<file path="config.mk">
export PLATFORM = sky130hd
export DESIGN_NAME = ap_add_sequencer_flat
export DESIGN_NICKNAME = d
export VERILOG_FILES = /design/src/rtl/ap_add_sequencer_if.sv /design/src/rtl/ap_add_sequencer.sv /design/src/flat_wrapper.sv
export SDC_FILE = /design/constraint.sdc
export NUM_CORES = 1
export LEC_CHECK = 0
export CORE_MARGIN = 1
export CORE_UTILIZATION = 40
export CTS_CLUSTER_DIAMETER = 100
export CTS_CLUSTER_SIZE = 10
export DETAILED_ROUTE_END_ITERATION = 8
export GPL_TIMING_DRIVEN = 0
export PLACE_DENSITY = 0.68
export SYNTH_ARGS = -nofsm -noshare
export SYNTH_HDL_FRONTEND = slang
export SYNTH_SLANG_ARGS = --single-unit
</file>
<file path="constraint.sdc">
create_clock -name clk -period 1.6 [get_ports clk]
set_input_delay 0.24 -clock clk [delete_from_list [all_inputs] [get_ports clk]]
set_output_delay 0.24 -clock clk [all_outputs]
set_load 0.02 [all_outputs]
</file>
<file path="src/rtl/ap_add_sequencer_if.sv">
// Handshake and CAM control bundle between the instruction controller, the add
// sequencer and the CAM top. The sequencer takes the master side.
interface ap_add_sequencer_if #(
    parameter int DATA_WIDTH = 4,
    parameter int CNT_WIDTH  = 3
);
    logic                  start;
    logic                  carry_in;
    logic                  busy;
    logic                  done;
    logic [CNT_WIDTH-1:0]  bit_idx;
    logic [DATA_WIDTH-1:0] mask_a;
    logic [DATA_WIDTH-1:0] mask_b;
    logic [DATA_WIDTH-1:0] mask_r;
    logic                  key_a;
    logic                  key_b;
    logic                  key_c;
    logic                  mask_c;
    logic                  rst_tag;
    logic                  rst_in_c;
    logic                  cmp_en;
    logic                  wr_en;
    logic [2:0]            pass;
    logic                  wr_r;
    logic                  wr_c;
    logic                  wr_c_en;

    modport master (
        input  start, carry_in,
        output busy, done, bit_idx, mask_a, mask_b, mask_r,
               key_a, key_b, key_c, mask_c, rst_tag, rst_in_c,
               cmp_en, wr_en, pass, wr_r, wr_c, wr_c_en
    );

    modport slave (
        output start, carry_in,
        input  busy, done, bit_idx, mask_a, mask_b, mask_r,
               key_a, key_b, key_c, mask_c, rst_tag, rst_in_c,
               cmp_en, wr_en, pass, wr_r, wr_c, wr_c_en
    );
endinterface

</file>
<file path="src/rtl/ap_add_sequencer.sv">
// Bit-serial word-parallel adder sequencer: walks each bit column through six
// compare/write passes (CLR, CMP, WR per pass) so the CAM computes R = A + B + Cin.
module ap_add_sequencer #(
    parameter int DATA_WIDTH = 4,
    parameter int CNT_WIDTH  = 3
) (
    input  logic                clk,
    input  logic                rst_n,
    ap_add_sequencer_if.master  bus
);
    typedef enum logic [2:0] {
        S_IDLE, S_INIT, S_CLR, S_CMP, S_WR, S_DONE
    } state_t;

    typedef struct packed {
        logic                  busy;
        logic                  done;
        logic [CNT_WIDTH-1:0]  bit_idx;
        logic [DATA_WIDTH-1:0] mask_a;
        logic [DATA_WIDTH-1:0] mask_b;
        logic [DATA_WIDTH-1:0] mask_r;
        logic                  key_a;
        logic                  key_b;
        logic                  key_c;
        logic                  mask_c;
        logic                  rst_tag;
        logic                  rst_in_c;
        logic                  cmp_en;
        logic                  wr_en;
        logic [2:0]            pass;
        logic                  wr_r;
        logic                  wr_c;
        logic                  wr_c_en;
    } out_t;

    state_t               state_q, state_d;
    logic [2:0]           p_q, p_d;
    logic [CNT_WIDTH-1:0] bit_q, bit_d;
    logic                 cin_q, cin_d;
    out_t                 out_q, out_d;
    logic [DATA_WIDTH-1:0] onehot;

    assign onehot = DATA_WIDTH'(1) << bit_q;

    always_comb begin
        state_d = state_q;
        p_d     = p_q;
        bit_d   = bit_q;
        cin_d   = cin_q;
        out_d   = '0;
        // Outputs describe the state held this cycle, so they trail state_q by one clock.
        out_d.busy    = (state_q != S_IDLE);
        out_d.bit_idx = bit_q;

        case (state_q)
            S_IDLE: begin
                if (bus.start) begin
                    state_d = S_INIT;
                    cin_d   = bus.carry_in;
                end
            end
            S_INIT: begin
                if (cin_q) begin
                    out_d.wr_en   = 1'b1;
                    out_d.pass    = 3'd7;
                    out_d.wr_c    = 1'b1;
                    out_d.wr_c_en = 1'b1;
                end else begin
                    out_d.rst_in_c = 1'b1;
                end
                state_d = S_CLR;
                p_d     = 3'd0;
                bit_d   = '0;
            end
            S_CLR: begin
                out_d.rst_tag = 1'b1;
                state_d       = S_CMP;
            end
            S_CMP: begin
                out_d.cmp_en = 1'b1;
                // Pass 0 leaves every mask clear so all rows tag and get R=0.
                if (p_q != 3'd0) begin
                    out_d.mask_a = onehot;
                    out_d.mask_b = onehot;
                    out_d.mask_c = 1'b1;
                end
                case (p_q)
                    3'd1:    {out_d.key_a, out_d.key_b, out_d.key_c} = 3'b111;
                    3'd2:    {out_d.key_a, out_d.key_b, out_d.key_c} = 3'b110;
                    3'd3:    {out_d.key_a, out_d.key_b, out_d.key_c} = 3'b100;
                    3'd4:    {out_d.key_a, out_d.key_b, out_d.key_c} = 3'b010;
                    3'd5:    {out_d.key_a, out_d.key_b, out_d.key_c} = 3'b001;
                    default: {out_d.key_a, out_d.key_b, out_d.key_c} = 3'b000;
                endcase
                state_d = S_WR;
            end
            S_WR: begin
                out_d.wr_en  = 1'b1;
                out_d.pass   = p_q + 3'd1;
                out_d.mask_r = onehot;
                case (p_q)
                    3'd1:    {out_d.wr_r, out_d.wr_c, out_d.wr_c_en} = 3'b111;
                    3'd2:    {out_d.wr_r, out_d.wr_c, out_d.wr_c_en} = 3'b011;
                    3'd3:    {out_d.wr_r, out_d.wr_c, out_d.wr_c_en} = 3'b100;
                    3'd4:    {out_d.wr_r, out_d.wr_c, out_d.wr_c_en} = 3'b100;
                    3'd5:    {out_d.wr_r, out_d.wr_c, out_d.wr_c_en} = 3'b101;
                    default: {out_d.wr_r, out_d.wr_c, out_d.wr_c_en} = 3'b000;
                endcase
                if (p_q == 3'd5) begin
                    p_d = 3'd0;
                    if (bit_q == CNT_WIDTH'(DATA_WIDTH - 1)) begin
                        state_d = S_DONE;
                    end else begin
                        bit_d   = bit_q + CNT_WIDTH'(1);
                        state_d = S_CLR;
                    end
                end else begin
                    p_d     = p_q + 3'd1;
                    state_d = S_CLR;
                end
            end
            S_DONE: begin
                out_d.done = 1'b1;
                state_d    = S_IDLE;
            end
            default: state_d = S_IDLE;
        endcase
    end

    always_ff @(posedge clk or negedge rst_n) begin
        if (!rst_n) begin
            state_q <= S_IDLE;
            p_q     <= 3'd0;
            bit_q   <= '0;
            cin_q   <= 1'b0;
            out_q   <= '0;
        end else begin
            state_q <= state_d;
            p_q     <= p_d;
            bit_q   <= bit_d;
            cin_q   <= cin_d;
            out_q   <= out_d;
        end
    end

    assign bus.busy     = out_q.busy;
    assign bus.done     = out_q.done;
    assign bus.bit_idx  = out_q.bit_idx;
    assign bus.mask_a   = out_q.mask_a;
    assign bus.mask_b   = out_q.mask_b;
    assign bus.mask_r   = out_q.mask_r;
    assign bus.key_a    = out_q.key_a;
    assign bus.key_b    = out_q.key_b;
    assign bus.key_c    = out_q.key_c;
    assign bus.mask_c   = out_q.mask_c;
    assign bus.rst_tag  = out_q.rst_tag;
    assign bus.rst_in_c = out_q.rst_in_c;
    assign bus.cmp_en   = out_q.cmp_en;
    assign bus.wr_en    = out_q.wr_en;
    assign bus.pass     = out_q.pass;
    assign bus.wr_r     = out_q.wr_r;
    assign bus.wr_c     = out_q.wr_c;
    assign bus.wr_c_en  = out_q.wr_c_en;
endmodule

</file>
<file path="src/flat_wrapper.sv">
// flat-port wrapper written by rule: the top's interface ports become plain ports
module ap_add_sequencer_flat 
#(
    parameter int DATA_WIDTH = 4,
    parameter int CNT_WIDTH  = 3
)
  (clk, rst_n, bus_start, bus_carry_in, bus_busy, bus_done, bus_bit_idx, bus_mask_a, bus_mask_b, bus_mask_r, bus_key_a, bus_key_b, bus_key_c, bus_mask_c, bus_rst_tag, bus_rst_in_c, bus_cmp_en, bus_wr_en, bus_pass, bus_wr_r, bus_wr_c, bus_wr_c_en);
  ap_add_sequencer_if #(.DATA_WIDTH(DATA_WIDTH), .CNT_WIDTH(CNT_WIDTH)) bus_i ();
  input  logic clk;
  input  logic rst_n;
  input wire logic [$bits(bus_i.start)-1:0] bus_start;
  input wire logic [$bits(bus_i.carry_in)-1:0] bus_carry_in;
  output wire logic [$bits(bus_i.busy)-1:0] bus_busy;
  output wire logic [$bits(bus_i.done)-1:0] bus_done;
  output wire logic [$bits(bus_i.bit_idx)-1:0] bus_bit_idx;
  output wire logic [$bits(bus_i.mask_a)-1:0] bus_mask_a;
  output wire logic [$bits(bus_i.mask_b)-1:0] bus_mask_b;
  output wire logic [$bits(bus_i.mask_r)-1:0] bus_mask_r;
  output wire logic [$bits(bus_i.key_a)-1:0] bus_key_a;
  output wire logic [$bits(bus_i.key_b)-1:0] bus_key_b;
  output wire logic [$bits(bus_i.key_c)-1:0] bus_key_c;
  output wire logic [$bits(bus_i.mask_c)-1:0] bus_mask_c;
  output wire logic [$bits(bus_i.rst_tag)-1:0] bus_rst_tag;
  output wire logic [$bits(bus_i.rst_in_c)-1:0] bus_rst_in_c;
  output wire logic [$bits(bus_i.cmp_en)-1:0] bus_cmp_en;
  output wire logic [$bits(bus_i.wr_en)-1:0] bus_wr_en;
  output wire logic [$bits(bus_i.pass)-1:0] bus_pass;
  output wire logic [$bits(bus_i.wr_r)-1:0] bus_wr_r;
  output wire logic [$bits(bus_i.wr_c)-1:0] bus_wr_c;
  output wire logic [$bits(bus_i.wr_c_en)-1:0] bus_wr_c_en;
  assign bus_i.start = bus_start;
  assign bus_i.carry_in = bus_carry_in;
  assign bus_busy = bus_i.busy;
  assign bus_done = bus_i.done;
  assign bus_bit_idx = bus_i.bit_idx;
  assign bus_mask_a = bus_i.mask_a;
  assign bus_mask_b = bus_i.mask_b;
  assign bus_mask_r = bus_i.mask_r;
  assign bus_key_a = bus_i.key_a;
  assign bus_key_b = bus_i.key_b;
  assign bus_key_c = bus_i.key_c;
  assign bus_mask_c = bus_i.mask_c;
  assign bus_rst_tag = bus_i.rst_tag;
  assign bus_rst_in_c = bus_i.rst_in_c;
  assign bus_cmp_en = bus_i.cmp_en;
  assign bus_wr_en = bus_i.wr_en;
  assign bus_pass = bus_i.pass;
  assign bus_wr_r = bus_i.wr_r;
  assign bus_wr_c = bus_i.wr_c;
  assign bus_wr_c_en = bus_i.wr_c_en;
  ap_add_sequencer #(.DATA_WIDTH(DATA_WIDTH), .CNT_WIDTH(CNT_WIDTH)) u_core (.clk(clk), .rst_n(rst_n), .bus(bus_i));
endmodule
</file>
# Word level (Yosys, flattened, before mapping)
# Index checks and enable logic that the tools add are counted.
# op_classes
addsub	2
n_eq_ne	14
n_shift	1
muxes	26
reduce_logical	7
# ops
op	n
one-hot mux 3 bit (5 select lines)	2
2-to-1 mux 3 bit	6
2-to-1 mux 8 bit	2
equality test 3 x 2 -> 1 bit (second input constant)	5
equality test 3 bit (second input constant)	4
2-to-1 mux 4 bit	3
one-hot mux 3 bit (2 select lines)	2
one-hot mux 3 bit (4 select lines)	1
one-hot mux 4 bit (2 select lines)	1
2-to-1 mux 1 bit	7
adder 3 x 1 -> 3 bit (second input constant)	2
equality test 3 x 1 -> 1 bit (second input constant)	2
nonzero test 3 bit	2
inequality test 2 bit (second input constant)	2
one-hot mux 2 bit (2 select lines)	1
left shift 1 x 3 -> 4 bit (first input constant)	1
logical NOT 3 bit	1
AND reduction 3 bit	1
2-to-1 mux 2 bit	1
inequality test 2 x 1 -> 1 bit (second input constant)	1
AND reduction 2 bit	1
nonzero test 2 bit	1
OR reduction 2 bit	1
# word_totals
reg_bits	41
output_inout_bits	31

# Depth between registers and ports, before layout
# Gate-level depths: netlist (run 1).
# depth
word_depth	4
ltp_mapped	6

# Worst setup path before layout (run 1)
# No wires, ideal clock.
# synth_timing
path_kind	register to register
start	register u_core.state_q[1]
end	register u_core.bit_q[1]
setup_ns	0.128
arrival_time_ns	1.530
required_ns	1.472
slack_ns	-0.057
path_stages_with_launch	6
cell_sequence	dfrtp_1 -> buf_6 -> or3b_1 -> buf_6 -> nor3_4 -> mux2_1
# synth_via
elab_chain_cells	3
elab_cells_between_ends	7
cone_classes	eq/ne (4); mux (1); reduce/logical (2)
# synth_lines
element	line_no	text
start, declared	ap_add_sequencer.sv:36	state_t state_q, state_d;
start signal, assigned	ap_add_sequencer.sv:138	state_q <= state_d;
equality test 3 bit or equality test 3 x 1 -> 1 bit (tied branches)	ap_add_sequencer.sv:55	case (state_q)
inequality test 2 x 1 -> 1 bit (no source line), or another cell as far along	n/a	
AND reduction 3 bit (no source line)	n/a	
end signal, assigned	ap_add_sequencer.sv:140	bit_q <= bit_d;
end, declared	ap_add_sequencer.sv:38	logic [CNT_WIDTH-1:0] bit_q, bit_d;
# Several ways; a longest one is shown, not always the timed one.
# A chain may end at the register's enable or synchronous reset.

# Worst setup path in the final report (run 1)
# layout_timing
start	register u_core.state_q[0]
end	register u_core.bit_q[1]
# Same word-level chain as after synthesis.

==> impl_metrics.env, run 1 <==
export IMPL_outcome="complete, but fails checks"
export IMPL_violations="negative setup slack"
export IMPL_netlist_instances=137
export IMPL_drv_slew=0
export IMPL_numCtsBuffers=5
export IMPL_die_y_um=64.8
export IMPL_path_max_fanout=8
export IMPL_placed_cells=219
export IMPL_numPortBuffers=34
export IMPL_slowest_stage="dfrtp_2"
export IMPL_drive_above_1_share_pct=21.8
export IMPL_maxCapViolations=0
export IMPL_final_nets=202
export IMPL_hold_violations=0
export IMPL_p_leak_nw=1.07
export IMPL_ys_ff_latch=37
export IMPL_path_clk_slew_ps=70
export IMPL_worst_r2r_cell_count=4
export IMPL_stdcell_count=236
export IMPL_htreeDepth=2
export IMPL_grt_max_degree=38
export IMPL_dieArea_um2=4200
export IMPL_slew_headroom_pct=50.0
export IMPL_mappedNetlistArea_um2=1580
export IMPL_crit_buf_inv=1
export IMPL_ant_nets=0
export IMPL_cpPeakStageDelay_ps=450
export IMPL_dieWidth_um=64.8
export IMPL_first_global_vias=1046
export IMPL_dpl_worst_slack_ps=-143
export IMPL_worstSetupEndpointType="flop"
export IMPL_post_route_drc_count=0
export IMPL_fin_crit_ps=1600
export IMPL_track_usage_pct=14.8
export IMPL_reg2reg_slack_ps=-3
export IMPL_clk_path_buf_depth=2
export IMPL_max_freq_mhz=624
export IMPL_cts_root_buf="clkbuf_8"
export IMPL_r2r_start="u_core.state_q[0]$_DFFE_PN0P_"
export IMPL_grt_pass1_wl_mm=4.55
export IMPL_initial_core_util_pct=42.5
export IMPL_crit_type="reg2reg"
export IMPL_yosys_most_used_dff="dfrtp_1"
export IMPL_p_total_w=0.00159
export IMPL_required_ps=1770
export IMPL_area_delta_synth_final_pct=38.0
export IMPL_tritoncts="yes"
export IMPL_finalCritPeriodShare_pct=100
export IMPL_layout_setup_ws_ps=-3.23
export IMPL_initialDrtViolationCount=11
export IMPL_via_per_inst=4.74
export IMPL_rows=22
export IMPL_ys_warn_count=0
export IMPL_synth_edff_count=0
export IMPL_timing_hold_ws_ps=16.0
export IMPL_postPlaceCellArea_um2=1980
export IMPL_start_kind="flop"
export IMPL_ys_async_sr_fraction_pct=100
export IMPL_ys_types=34
export IMPL_r2r_end="u_core.bit_q[1]$_DFFE_PN0P_"
export IMPL_postLayoutCellArea_um2=2180
export IMPL_fp_coreArea_um2=3720
export IMPL_peakVddDrop_uv=595
export IMPL_fill_cells=316
export IMPL_wl_mm=2.89
export IMPL_path_cells="or3b_1 > buf_6 > nor3_4 > mux2_4"
export IMPL_overflow=0
export IMPL_gp_congestion=0.814
export IMPL_vias=1118
export IMPL_synth_nets=151
export IMPL_worst_slew_pin_slew_ps=750
export IMPL_rsz0062_at_grt="true"
export IMPL_hold_class="in2async"
export IMPL_finalClockSkew_ps=6.12
export IMPL_antenna_found_initial=0
export IMPL_hpwlAfterDp_mm=1.96
export IMPL_clk_latency_ps=290
export IMPL_ios=35
export IMPL_worstPathArrival_ps=1770
export IMPL_seq_area_frac_synth_pct=58.7
export IMPL_powerDensity_nw_per_um2=729
export IMPL_diodes=0
export IMPL_routedWlPerCell_um=12.3
export IMPL_path_delay_family="simple AND/OR/NAND/NOR gates"
export IMPL_numClockSinks=37
export IMPL_dr_pass1_iters=4
export IMPL_setup_viol=1
export IMPL_postSynthAreaPerCell_um2=11.5
-- what timing repair did --
item,in CTS,in global routing
pin swaps,2,0
hold endpoints to repair,0,0
setup endpoints to repair,4,15
hold buffers,0,0
gates resized for setup,3,14
buffers inserted,4,8
-- cell usage in the layout, fill, tap and decap left out, types with 4 or more instances in the layout --
| cell type | n |
|---|---|
| dfrtp_1 | 33 |
| clkdlybuf4s50_1 | 30 |
| buf_4 | 15 |
| nand2_1 | 15 |
| nor2_1 | 11 |
| inv_1 | 9 |
| ha_1 | 9 |
| clkbuf_8 | 6 |
| o21ai_0 | 5 |
| a21oi_1 | 4 |
| dfrtp_2 | 4 |
-- layout make-up --
cell class	count	area, µm²	share of cell area (%)
buffer	9	71.3	3.28
clock buffer	7	86.3	3.97
inverter	10	41.3	1.90
multi-input combinational	79	553	25.4
sequential	37	931	42.8
tap	48	60.1	2.76
timing repair buffer	46	434	19.9
-- logic make-up (layout without fill, tap and decap cells) --
kind of cell	count (synthesis)	in the layout	synth area share, %
AOI/OAI and AO/OA	16	16	6.19
xor gates and xnor gates	1	1	0.555
adders and majority gates	10	10	7.93
buffers and inverters	21	72	7.30
DFF	37	37	58.7
muxes	5	5	3.33
and+or+nand+nor	47	47	16.0
-- how the worst max path moves through the flow --
stage,from,end,cells after the start,slack (ps)
after floorplan,u_core.state_q[0]$_DFFE_PN0P_,u_core.bit_q[1]$_DFFE_PN0P_,5,-2
after detailed placement,u_core.p_q[1]$_DFFE_PN0P_,u_core.bit_q[1]$_DFFE_PN0P_,6,-140
after CTS,u_core.state_q[0]$_DFFE_PN0P_,u_core.bit_q[1]$_DFFE_PN0P_,4,4
final,u_core.state_q[0]$_DFFE_PN0P_,u_core.bit_q[1]$_DFFE_PN0P_,4,-3
after global placement,rst_n,u_core.state_q[0]$_DFFE_PN0P_,1,-440
after global routing,u_core.state_q[2]$_DFFE_PN0P_,u_core.bit_q[1]$_DFFE_PN0P_,5,-70
-- sequential cells by signal, summed over array words and instances (netlist names), 3 cells and up --
| signal | count |
|---|---|
| u_core.bus.mask_r | 4 |
| u_core.bus.pass | 3 |
| u_core.bus.mask_a | 4 |
| u_core.bit_q | 3 |
| u_core.state_q | 3 |
| u_core.bus.bit_idx | 3 |
| u_core.p_q | 3 |
-- routing by layer --
| metal | global-route usage (%) | wire length (µm) |
|---|---|---|
| met3 | 4.23 | 130 |
| met1 | 17.2 | 1270 |
| met5 | 0 | 0 |
| met2 | 24.2 | 1400 |
| met4 | 8.33 | 89 |
-- synthesized netlist by cell type (2+ instances only) --
cell type / instances / share of area, %
mux2i_1: 3 / 1.9
o21ai_0: 6 / 1.9
nor2_1: 11 / 2.6
a21oi_1: 4 / 1.3
nor3b_1: 3 / 1.4
dfrtp_1: 37 / 59
and2_1: 3 / 1.2
inv_1: 10 / 2.4
nand3b_1: 2 / 0.95
buf_4: 5 / 2.4
nand2_1: 15 / 3.6
ha_1: 10 / 7.9
clkbuf_1: 2 / 0.48
o31ai_1: 2 / 0.95
nand3_1: 3 / 0.95
buf_6: 2 / 1.4
buf_2: 2 / 0.63
-- per-stage QoR --
step	setup TNS (ps)	util [%]
3_3_place_gp	-16400	53.5
4_1_cts	0	56.1
6_report	-3.23	58.6
2_1_floorplan	-1.64	-
3_5_place_dp	-156	53.4
5_1_grt	-272	58.6
-- report_power, final --
group / internal, W / switching (W) / total [W]
clock: 0.000341 / 0.000288 / 0.000629
combinational: 0.00000516 / 0.0000168 / 0.0000220
sequential: 0.000936 / 0 / 0.000936
(Power assumes the default switching activity.)
==> inputs of run 2 (changes only) <==
- CORE_ASPECT_RATIO: not set -> 1.1
==> run 2 against run 1 <==
  * Core utilization rose by 1.3 points
  * The flow now finishes without violations
  * Critical endpoint unchanged
  * Routed wire length fell by 1.0%
  * Die area barely moved
==> impl_metrics.env, run 2 (same netlist as run 1, synthesis figures left out) <==
export IMPL_outcome="finished clean"
export IMPL_vias=1105
export IMPL_first_global_vias=994
export IMPL_postLayoutCellArea_um2=2220
export IMPL_powerDensity_nw_per_um2=802
export IMPL_numCtsBuffers=5
export IMPL_grt_pass1_wl_mm=4.53
export IMPL_layout_commonest_cell="dfrtp_1"
export IMPL_diodes=0
export IMPL_postPlaceCellArea_um2=1990
export IMPL_hold_class="in2async"
export IMPL_slew_headroom_pct=48.1
export IMPL_stdcell_count=239
export IMPL_path_cells="buf_6 > or3b_1 > buf_6 > nor3_4 > mux2_4"
export IMPL_antenna_found_initial=0
export IMPL_placed_cells=221
export IMPL_track_usage_pct=15.6
export IMPL_worstSetupEndpointType="flop"
export IMPL_worstPathArrival_ps=1710
export IMPL_slowest_stage="or3b_1"
export IMPL_finalClockSkew_ps=3.70
export IMPL_dieArea_um2=4200
export IMPL_rsz0062_at_grt="true"
export IMPL_overflow=0
export IMPL_final_cell_mix="33 x dfrtp_1, 29 x clkdlybuf4s50_1, 16 x buf_4"
export IMPL_fill_cells=297
export IMPL_rows=23
export IMPL_crit_type="reg2reg"
export IMPL_initialDrtViolationCount=18
export IMPL_fp_coreArea_um2=3710
export IMPL_finalCritPeriodShare_pct=96.2
export IMPL_tritoncts="yes"
export IMPL_drv_slew=0
export IMPL_wl_mm=2.86
export IMPL_dr_pass1_iters=4
export IMPL_clk_latency_ps=280
export IMPL_cts_hold_buf=0
export IMPL_hold_violations=0
export IMPL_ios=35
export IMPL_setup_viol=0
export IMPL_clk_path_buf_depth=2
export IMPL_numPortBuffers=34
export IMPL_final_nets=202
export IMPL_required_ps=1770
export IMPL_hpwlAfterDp_mm=1.92
export IMPL_area_delta_synth_final_pct=41.0
export IMPL_numClockSinks=37
export IMPL_initial_core_util_pct=42.5
export IMPL_drive_above_1_share_pct=23.8
export IMPL_ant_nets=0
export IMPL_critPathMostFrequentCell="buf_6"
export IMPL_max_freq_mhz=650
export IMPL_htreeDepth=2
export IMPL_crit_buf_inv=2
export IMPL_fin_util_pct=59.9
export IMPL_peakVddDrop_uv=435
export IMPL_start_kind="flop"
export IMPL_gr_usage_met3_pct=6.05
export IMPL_cts_root_buf="clkbuf_8"
export IMPL_cpPeakStageDelay_ps=360
export IMPL_p_total_w=0.00178
export IMPL_dieWidth_um=61.9
export IMPL_worst_slew_pin_slew_ps=777
export IMPL_path_clk_slew_ps=70
export IMPL_met1_usage_pct=18.8
export IMPL_p_leak_nw=1.11
export IMPL_grt_busiest_layer="met2"
export IMPL_via_per_inst=4.62
export IMPL_grt_max_degree=38
export IMPL_die_y_um=67.9
export IMPL_path_delay_family="simple AND/OR/NAND/NOR gates"
export IMPL_path_max_fanout=10
export IMPL_maxCapViolations=0
export IMPL_post_route_drc_count=0
export IMPL_gp_congestion=0.791
export IMPL_gr_usage_met2_pct=24.6
export IMPL_routedWlPerCell_um=12.0
export IMPL_fin_crit_ps=1540
[run 2: changes by cell type in the layout (fill, tap and decap cells not counted), sizes merged]
cell and delta:
bufinv +1, buf +2, dlymetal6s2s +1, clkinvlp +1, clkdlybuf4s50 -1, clkbuf -3
[run 2: cell type report]
| class | instances | area [µm²] | area share [%] |
|---|---|---|---|
| inverters | 10 | 41.3 | 1.86 |
| multi-input cells | 79 | 554 | 24.9 |
| plain buffers | 9 | 76.3 | 3.43 |
| flip-flops and latches | 37 | 931 | 41.8 |
| clock inverters | 2 | 37.5 | 1.69 |
| clock buffers | 6 | 82.6 | 3.71 |
| repair buffers | 46 | 439 | 19.7 |
| well taps | 50 | 62.6 | 2.81 |
[run 2: repair_timing]
action / in CTS / in global routing
hold endpoints to repair: 0 / 0
buffers inserted: 5 / 7
gates resized for setup: 6 / 18
pin swaps: 2 / 1
setup endpoints to repair: 5 / 17
[run 2: path summary, 6_finish.rpt]
| path | depth (start not counted) | slack [ps] | from | end |
|---|---|---|---|---|
| max | 5 | 60 | u_core.state_q[2]$_DFFE_PN0P_ | u_core.bit_q[1]$_DFFE_PN0P_ |
| min | 1 | 30 | rst_n | u_core.p_q[0]$_DFFE_PN0P_ |
| max reg2reg | 5 | 60 | u_core.state_q[2]$_DFFE_PN0P_ | u_core.bit_q[1]$_DFFE_PN0P_ |
| min reg2reg | 0 | 420 | u_core.bit_q[2]$_DFFE_PN0P_ | u_core.bus.bit_idx[2]$_DFF_PN0_ |
| max in group asynchronous | 1 | 1040 | rst_n | u_core.p_q[1]$_DFFE_PN0P_ |
| min in group clk | 0 | 420 | u_core.bit_q[2]$_DFFE_PN0P_ | u_core.bus.bit_idx[2]$_DFF_PN0_ |
[run 2: per-layer routing]
metal  share of wire [%]  up-vias
li1                    -      542
met1                  44      526
met2                  50       31
met3                 4.4        6
met4                 1.7        0
met5                   0        -
[run 2: metrics by stage]
stage / setup slack (ps) / hold WS, ps / setup TNS (ps)
2_1_floorplan: -1.64 / -55.6 / -1.64
6_report: 61.6 / 28.1 / 0
3_5_place_dp: -106 / 358 / -134
5_1_grt: -11.3 / 92.8 / -18.9
3_3_place_gp: -442 / 391 / -16420
4_1_cts: 7.59 / 53.2 / 0
[run 2: where the power goes]
part	switching [W]	internal [W]	leakage (nW)	total, W
registers	0	0.000935	0.468	0.000935
clock network	0.000320	0.000506	0.0574	0.000826
logic	0.0000172	0.00000516	0.586	0.0000223
